**config.mk**
```make
export PLATFORM = sky130hd
export DESIGN_NAME = alu_writeback
export DESIGN_NICKNAME = d
export VERILOG_FILES = /design/src/rtl/definitions.sv /design/src/rtl/reg_file_2r1w.sv /design/src/rtl/alu_writeback.sv
export SDC_FILE = /design/constraint.sdc
export NUM_CORES = 1
export LEC_CHECK = 0
export ABC_CLOCK_PERIOD_IN_PS = 2700
export CORE_MARGIN = 2
export CORE_UTILIZATION = 45
export DETAILED_ROUTE_END_ITERATION = 8
export PLACE_DENSITY_LB_ADDON = 0.08
export SYNTH_ARGS = -nofsm -noshare
export SYNTH_HDL_FRONTEND = slang
export SYNTH_SLANG_ARGS = --single-unit
```
**constraint.sdc**
```tcl
create_clock -name clk -period 2.7 [get_ports clk]
set_input_delay 0.27 -clock clk [delete_from_list [all_inputs] [get_ports clk]]
set_output_delay 0.27 -clock clk [all_outputs]
set_load 0.02 [all_outputs]
```
**src/rtl/definitions.sv**
```systemverilog
// ============================================================================
// definitions : shared constants and WB pipeline entry type for alu_writeback
// Revision    : 1.0 - initial release
// ============================================================================
`default_nettype none

package definitions;

  localparam int DW    = 8;
  localparam int NREGS = 16;
  localparam int AW    = $clog2(NREGS);
  localparam int CNTW  = 16;

  typedef struct packed {
    logic          valid;
    logic          we;
    logic          fe;
    logic [AW-1:0] addr;
    logic [DW-1:0] data;
    logic          flag;
  } wb_entry_t;

endpackage

`default_nettype wire

```
**src/rtl/reg_file_2r1w.sv**
```systemverilog
// ============================================================================
// reg_file_2r1w : NREGS x DW register file, one sync write, two async reads
// Revision      : 1.0 - initial release
// ============================================================================
`default_nettype none

module reg_file_2r1w
  import definitions::*;
#(
  parameter int RF_DW    = 8,
  parameter int RF_NREGS = 16,
  parameter int RF_AW    = 4
) (
  input  logic             clk,
  input  logic             rst_n,
  input  logic             we,
  input  logic [RF_AW-1:0] waddr,
  input  logic [RF_DW-1:0] wdata,
  input  logic [RF_AW-1:0] raddr_a,
  input  logic [RF_AW-1:0] raddr_b,
  output logic [RF_DW-1:0] rdata_a,
  output logic [RF_DW-1:0] rdata_b
);

  logic [RF_DW-1:0] r_mem [RF_NREGS];

  always_ff @(posedge clk or negedge rst_n) begin
    if (!rst_n) begin
      for (int i = 0; i < RF_NREGS; i++) begin
        r_mem[i] <= '0;
      end
    end else if (we) begin
      r_mem[waddr] <= wdata;
    end
  end

  assign rdata_a = r_mem[raddr_a];
  assign rdata_b = r_mem[raddr_b];

endmodule

`default_nettype wire

```
**src/rtl/alu_writeback.sv**
```systemverilog
// ============================================================================
// alu_writeback : one-entry WB register committing ALU results to rf/flag,
//                 with WB bypass on both operand read ports
// Revision      : 1.0 - initial release
// ============================================================================
`default_nettype none

module alu_writeback
  import definitions::*;
#(
  parameter int CNTW = 16
) (
  input  logic            clk,
  input  logic            rst_n,
  input  logic            stall,
  input  logic            in_valid,
  output logic            in_ready,
  input  logic [DW-1:0]   alu_out,
  input  logic            alu_flag,
  input  logic            wr_en,
  input  logic [AW-1:0]   wr_addr,
  input  logic            flag_en,
  input  logic [AW-1:0]   rd_addr_a,
  input  logic [AW-1:0]   rd_addr_b,
  output logic [DW-1:0]   rd_data_a,
  output logic [DW-1:0]   rd_data_b,
  output logic            flag_fwd,
  output logic            flag_q,
  output logic [CNTW-1:0] retired_cnt
);

  wb_entry_t       r_wb;
  logic            r_flag;
  logic [CNTW-1:0] r_cnt;
  logic            w_commit;
  logic [DW-1:0]   w_rf_a;
  logic [DW-1:0]   w_rf_b;

  assign in_ready = !stall;
  assign w_commit = r_wb.valid && !stall;

  // Only valid is cleared on a bubble; the stale payload is masked by valid.
  always_ff @(posedge clk or negedge rst_n) begin
    if (!rst_n) begin
      r_wb <= '0;
    end else if (!stall) begin
      if (in_valid) begin
        r_wb.valid <= 1'b1;
        r_wb.we    <= wr_en;
        r_wb.fe    <= flag_en;
        r_wb.addr  <= wr_addr;
        r_wb.data  <= alu_out;
        r_wb.flag  <= alu_flag;
      end else begin
        r_wb.valid <= 1'b0;
      end
    end
  end

  always_ff @(posedge clk or negedge rst_n) begin
    if (!rst_n) begin
      r_flag <= 1'b0;
      r_cnt  <= '0;
    end else if (w_commit) begin
      if (r_wb.fe) begin
        r_flag <= r_wb.flag;
      end
      r_cnt <= r_cnt + CNTW'(1);
    end
  end

  reg_file_2r1w #(
    .RF_DW    (DW),
    .RF_NREGS (NREGS),
    .RF_AW    (AW)
  ) u_rf (
    .clk     (clk),
    .rst_n   (rst_n),
    .we      (w_commit && r_wb.we),
    .waddr   (r_wb.addr),
    .wdata   (r_wb.data),
    .raddr_a (rd_addr_a),
    .raddr_b (rd_addr_b),
    .rdata_a (w_rf_a),
    .rdata_b (w_rf_b)
  );

  // The uncommitted WB entry is newer than anything in the rf.
  assign rd_data_a = (r_wb.valid && r_wb.we && (r_wb.addr == rd_addr_a)) ? r_wb.data : w_rf_a;
  assign rd_data_b = (r_wb.valid && r_wb.we && (r_wb.addr == rd_addr_b)) ? r_wb.data : w_rf_b;
  assign flag_fwd  = (r_wb.valid && r_wb.fe) ? r_wb.flag : r_flag;
  assign flag_q      = r_flag;
  assign retired_cnt = r_cnt;

endmodule

`default_nettype wire

```
# --- Word-level counts from Yosys, hierarchy flattened ---
# Cells that the tools add are included.
totals:
  reg_bits: 161
  inputBits: 27
  output_inout_bits: 35
  elab_cells: 58
classes:
  n_addsub: 1
  order_cmp: 4
  eq_ne: 2
  muxes: 13
  bitwise: 4
  n_reduce_logical: 10
op_table:
  columns: ["cell", "count"]
  rows:
  - ["$bwmux W128", 1]
  - ["$bmux W8 S4", 2]
  - ["$mux W8", 7]
  - ["$demux W8 S4", 1]
  - ["$add A16 B1 Y16 const B", 1]
  - ["$ge A5 B5 Y1 const B", 3]
  - ["$not A4 Y5", 3]
  - ["$eq A4 B4 Y1", 2]
  - ["$logic_and A1 B1 Y1", 7]
  - ["$lt A5 B1 Y1 const B", 1]
  - ["$reduce_and A2 Y1", 2]
  - ["$mux W1", 2]
  - ["$logic_not A1 Y1", 1]
  - ["$not A1 Y1", 1]

# --- Logic depth before layout (Yosys ltp) ---
depth:
  ltp_word: 6
  depth_mapped: 6
  ltp_nobuf: 5

# --- Hierarchy ---
# Synthesis repeated with hierarchy kept, for this count alone.
hier_totals:
  hier_cells: 558
  hier_area_um2: 8399.3
modules_own_cells:
  columns: ["mod", "n_inst", "cells_per_inst", "area_each_um2", "seq_area_each_um2"]
  rows:
  - ["reg_file_2r1w", 1, 434, 6741.5, 3203.1]
  - ["alu_writeback", 1, 124, 1657.8, 825.8]

# --- Worst setup path after synthesis ---
# Ideal clock, no wire load.
synth_path:
  kind: "input -> output"
  startpoint: "input rd_addr_b[0]"
  endpoint: "output rd_data_b[5]"
  arrival_time_ps: 1790
  t_required_ps: 2430
  path_slack_ps: 640
  stages: 6
  path_buffers: 2
  cell_sequence: "buf_2 buf_2 mux4_2 mux2i_1 mux2i_1 mux2_2"
synth_via:
  elab_chain_cells: 5
  elab_cells_between_ends: 7
  classes_between: "1 x eq/ne; 4 x mux; 1 x bitwise; 1 x reduce/logical"
synth_rtl:
  columns: ["item", "line", "source"]
  rows:
  - ["from (decl)", "alu_writeback.sv:24", "input logic [AW-1:0] rd_addr_b,"]
  - ["$not A4 Y5 (implied by the code)", "reg_file_2r1w.sv:38", "assign rdata_b = r_mem[raddr_b];"]
  - ["$bmux W8 S4", "reg_file_2r1w.sv:38", null]
  - ["$mux W8 (implied by the code) (2 in a row)", "reg_file_2r1w.sv:38", null]
  - ["$mux W8 (*)", "alu_writeback.sv:90", "assign rd_data_b = (r_wb.valid && r_wb.we && (r_wb.addr == rd_addr_b)) ? r_wb.data : w_rf_b;"]
  - ["to (decl)", "alu_writeback.sv:26", "output logic [DW-1:0] rd_data_b,"]
# Every way passes the cells marked *; elsewhere a longest branch is shown, timed or not. The select of a mux whose other input is x is not followed.

# --- Final worst setup path ---
layout_path:
  startpoint: "input rd_addr_b[3]"
  endpoint: "output rd_data_b[0]"
# Same word-level chain as after synthesis.

==> qor.csv <==
stage,metric,value,unit
global_route,vias in the first global route,5685,
cts,Clock Latency Late Sink,420,ps
layout,antenna cell count,0,
layout,final instance area,10400,sq um
synthesis,Syn Area/Cell,15.0,sq um
worst_setup_path,critical path class,primary input to output pin,
layout,layout net count,694,
worst_setup_path,Critical Path AT,2300,ps
place,placed cells,880,
sta,endpoints failing setup,0,
global_route,total track usage,23.6,%
synthesis,Post-synth EDFFs,0,
floorplan,Core Area,18700,sq um
synthesis,Synth top area share,47.1,%
cts,Root Buffer,clkbuf_16,
cts,CTS H-tree depth,4,
synthesis,register area share after synthesis,47.1,%
pwr,cell area power density,738,nW/um^2
sta,"Slew Viols, Final",0,
global_route,GR Util met1,34.2,%
place,PortBufs,61,
global_route,GR peak layer,met2,
floorplan,Starting Density,45.8,%
floorplan,Die Y,142,um
worst_setup_path,nature of the critical path startpoint,primary input,
detailed_routing,DRC violation count after routing,0,
flow_run,Max Cap Viol,0,
global_route,met2 Track Usage GR,37.5,%
pwr,Combinational Power Share,25.0,%
sta,final period utilization,95.4,%
synthesis,Yosys reg bits,161,
pwr,switching power,2.26,mW
worst_setup_path,Worst R2R Setup Slack,410,ps
worst_setup_path,Worst Reg2Reg Path Length in Cells,5,
sta,min Tclk post-route,2570,ps
pwr,P_int,5.44,mW
cts,Longest Clk Path Bufs,2,
global_route,initial antenna violation count,0,
layout,Area Overhead vs Synth,21.9,%
status,outcome,"complete, no violations",
place,DP Wirelength,15.3,mm
cts,CTS tree,built,
floorplan,die width,142,um
synthesis,"Net Count, Synth",600,
synthesis,asr flop ratio synth,100,%
pwr,Worst VDD drop,0.416,mV
pwr,"Power, Total",7.70,mW
detailed_routing,routed vias/inst,5.87,
global_route,largest net degree at the start of global routing,68,
detailed_routing,Routed Antenna Nets,0,
cts,clock slew at reported path FFs,70,ps
sta,Slew @ Worst Pin,653,ps
cts,clock sink count,161,
sta,Max-Slew Margin vs Limit,56.4,%
synthesis,synth top area cells,"dfrtp_1, mux2_2, mux4_2, mux2i_1, xnor2_1",
place,Area after DPL,9860,sq um
cts,CTS Buf Count,17,
synthesis,largest area contributor in the netlist,dfrtp_1,
sta,clock skew,12.3,ps
synthesis,Synth cell types,36,
detailed_routing,DR WL/cell,24.3,um
detailed_routing,via count,5357,
sta,Final Hold Fails,0,
global_route,first-pass GRT wire length,34.6,mm
layout,"commonest non-fill, non-tap cells in the layout","dfrtp_1, mux2_2, mux4_2",
sta,FMAX,388,MHz
detailed_routing,"wirelength, routed",22.2,mm
pwr,Clock power frac,30.9,%
synthesis,Synth warnings,0,
worst_setup_path,Crit. End Element,output pin,
detailed_routing,Iter 0 DRT Violations,362,
sta,WHS,417,ps
worst_setup_path,"Req. time, crit path",2430,ps
pwr,Sequential Power Share,44.0,%
floorplan,Die ar.,20100,sq um
pwr,Leakage,4.77,nW
worst_setup_path,RR Startpoint,r_wb[15]$_DFFE_PN0N_,
layout,Non-Filler Instances,913,
global_route,GR Layer Usage met3,4.66,%
floorplan,Rows,50,
place,RePlAce Congestion,0.777,
layout,"commonest non-fill, non-tap cell in the layout",dfrtp_1,
worst_setup_path,Worst setup startpoint,rd_addr_b[3],
floorplan,# IOs,62,
global_route,gr ovfl total,0,
synthesis,Post-Syn Instances,572,
synthesis,mapped cell area,8560,sq um
synthesis,ys flop type,dfrtp_1,
sta,RSZ-0062 raised after global routing,no,
worst_hold_path,worst hold path type,primary input to asynchronous set/reset pin,
worst_setup_path,worst-path fanout max,22,
pwr,Sw Ratio,29.4,%
cts,setup bufs post-CTS,0,
detailed_routing,Pre-antenna DRT Iters,5,
layout,fraction of layout cells with a size suffix above 1,48.9,%
[power by group through the flow]
stage | Clock [mW] | Sequential [mW] | Combinational (mW)
2_1_floorplan | 0 | 3.28 | 1.41
3_3_place_gp | 0 | 3.38 | 1.95
3_5_place_dp | 0 | 3.43 | 1.99
4_1_cts | 2.43 | 3.39 | 1.95
5_1_grt | 2.56 | 3.47 | 2.08
6_report | 2.38 | 3.39 | 1.93
[state kept, by name, indices dropped and copies added (netlist names)]
name and count:
u_rf.r_mem 128, retired_cnt 16, r_wb 16, flag_q 1
[synthesized netlist by cell type (6+ instances only)]
cell type	instances
dfrtp_1	161
mux2_2	159
mux4_2	64
mux2i_1	48
clkbuf_1	21
nand2_1	19
buf_1	14
xnor2_1	14
buf_2	10
xor2_1	7
inv_1	6
nand3_1	6
nor2_1	6
[cells by family after synthesis]
group | synth area share [%]
and+or+nand+nor | 4.28
DFF | 47.1
buffers and inverters | 2.47
AOI/OAI and AO/OA | 0.497
adders and majority gates | 0.146
xor gates and xnor gates | 2.15
muxes | 43.4
[timing repair]
item,4_1_cts,5_1_grt
setup endpoints to repair,16,5
hold endpoints to repair,64,0
gates cloned,0,0
hold buffers,1,0
gates resized for setup,17,1
pin swaps,1,1
[worst paths after layout]
kind                                               end
max reg2reg                u_rf.r_mem[106]$_DFFE_PN0P_
min reg2reg                retired_cnt[15]$_DFFE_PN0P_
min                                r_wb[6]$_DFFE_PN0P_
min in group clk                  r_wb[14]$_DFFE_PN0P_
max                                       rd_data_b[0]
max in group asynchronous   u_rf.r_mem[65]$_DFFE_PN0P_
[through the flow]
step	TNS, ps	utilization [%]	setup slack, ps
6_report	0	55.8	125
5_1_grt	0	55.8	45.5
4_1_cts	0	55.8	82.6
3_5_place_dp	-1380	52.7	-158
3_3_place_gp	-663	52.7	-88.3
2_1_floorplan	0	-	640
[critical path, cell delays in order]
cell and delay (ps):
clkdlybuf4s50_1 500, buf_12 220, o221a_2 260, nand3_1 150, buf_4 230, mux2_2 350, dlygate4sd2_1 320
[layout make-up]
cell class	instances	area, sq um
Clock inverter	13	126
Tap cell	234	293
Timing Repair Buffer	121	1180
Multi-Input combinational cell	359	4330
Fill cell	1542	8270
Inverter	6	22.5
Clock buffer	19	453
Sequential cell	161	4030
[layer usage]
| metal | vias up | wire [um] |
|---|---|---|
| li1 | 2353 | - |
| met1 | 2866 | 10300 |
| met2 | 120 | 10800 |
| met3 | 18 | 840 |
| met4 | 0 | 262 |
| met5 | - | 0 |
No activity file was read; power rests on OpenSTA's default activity.
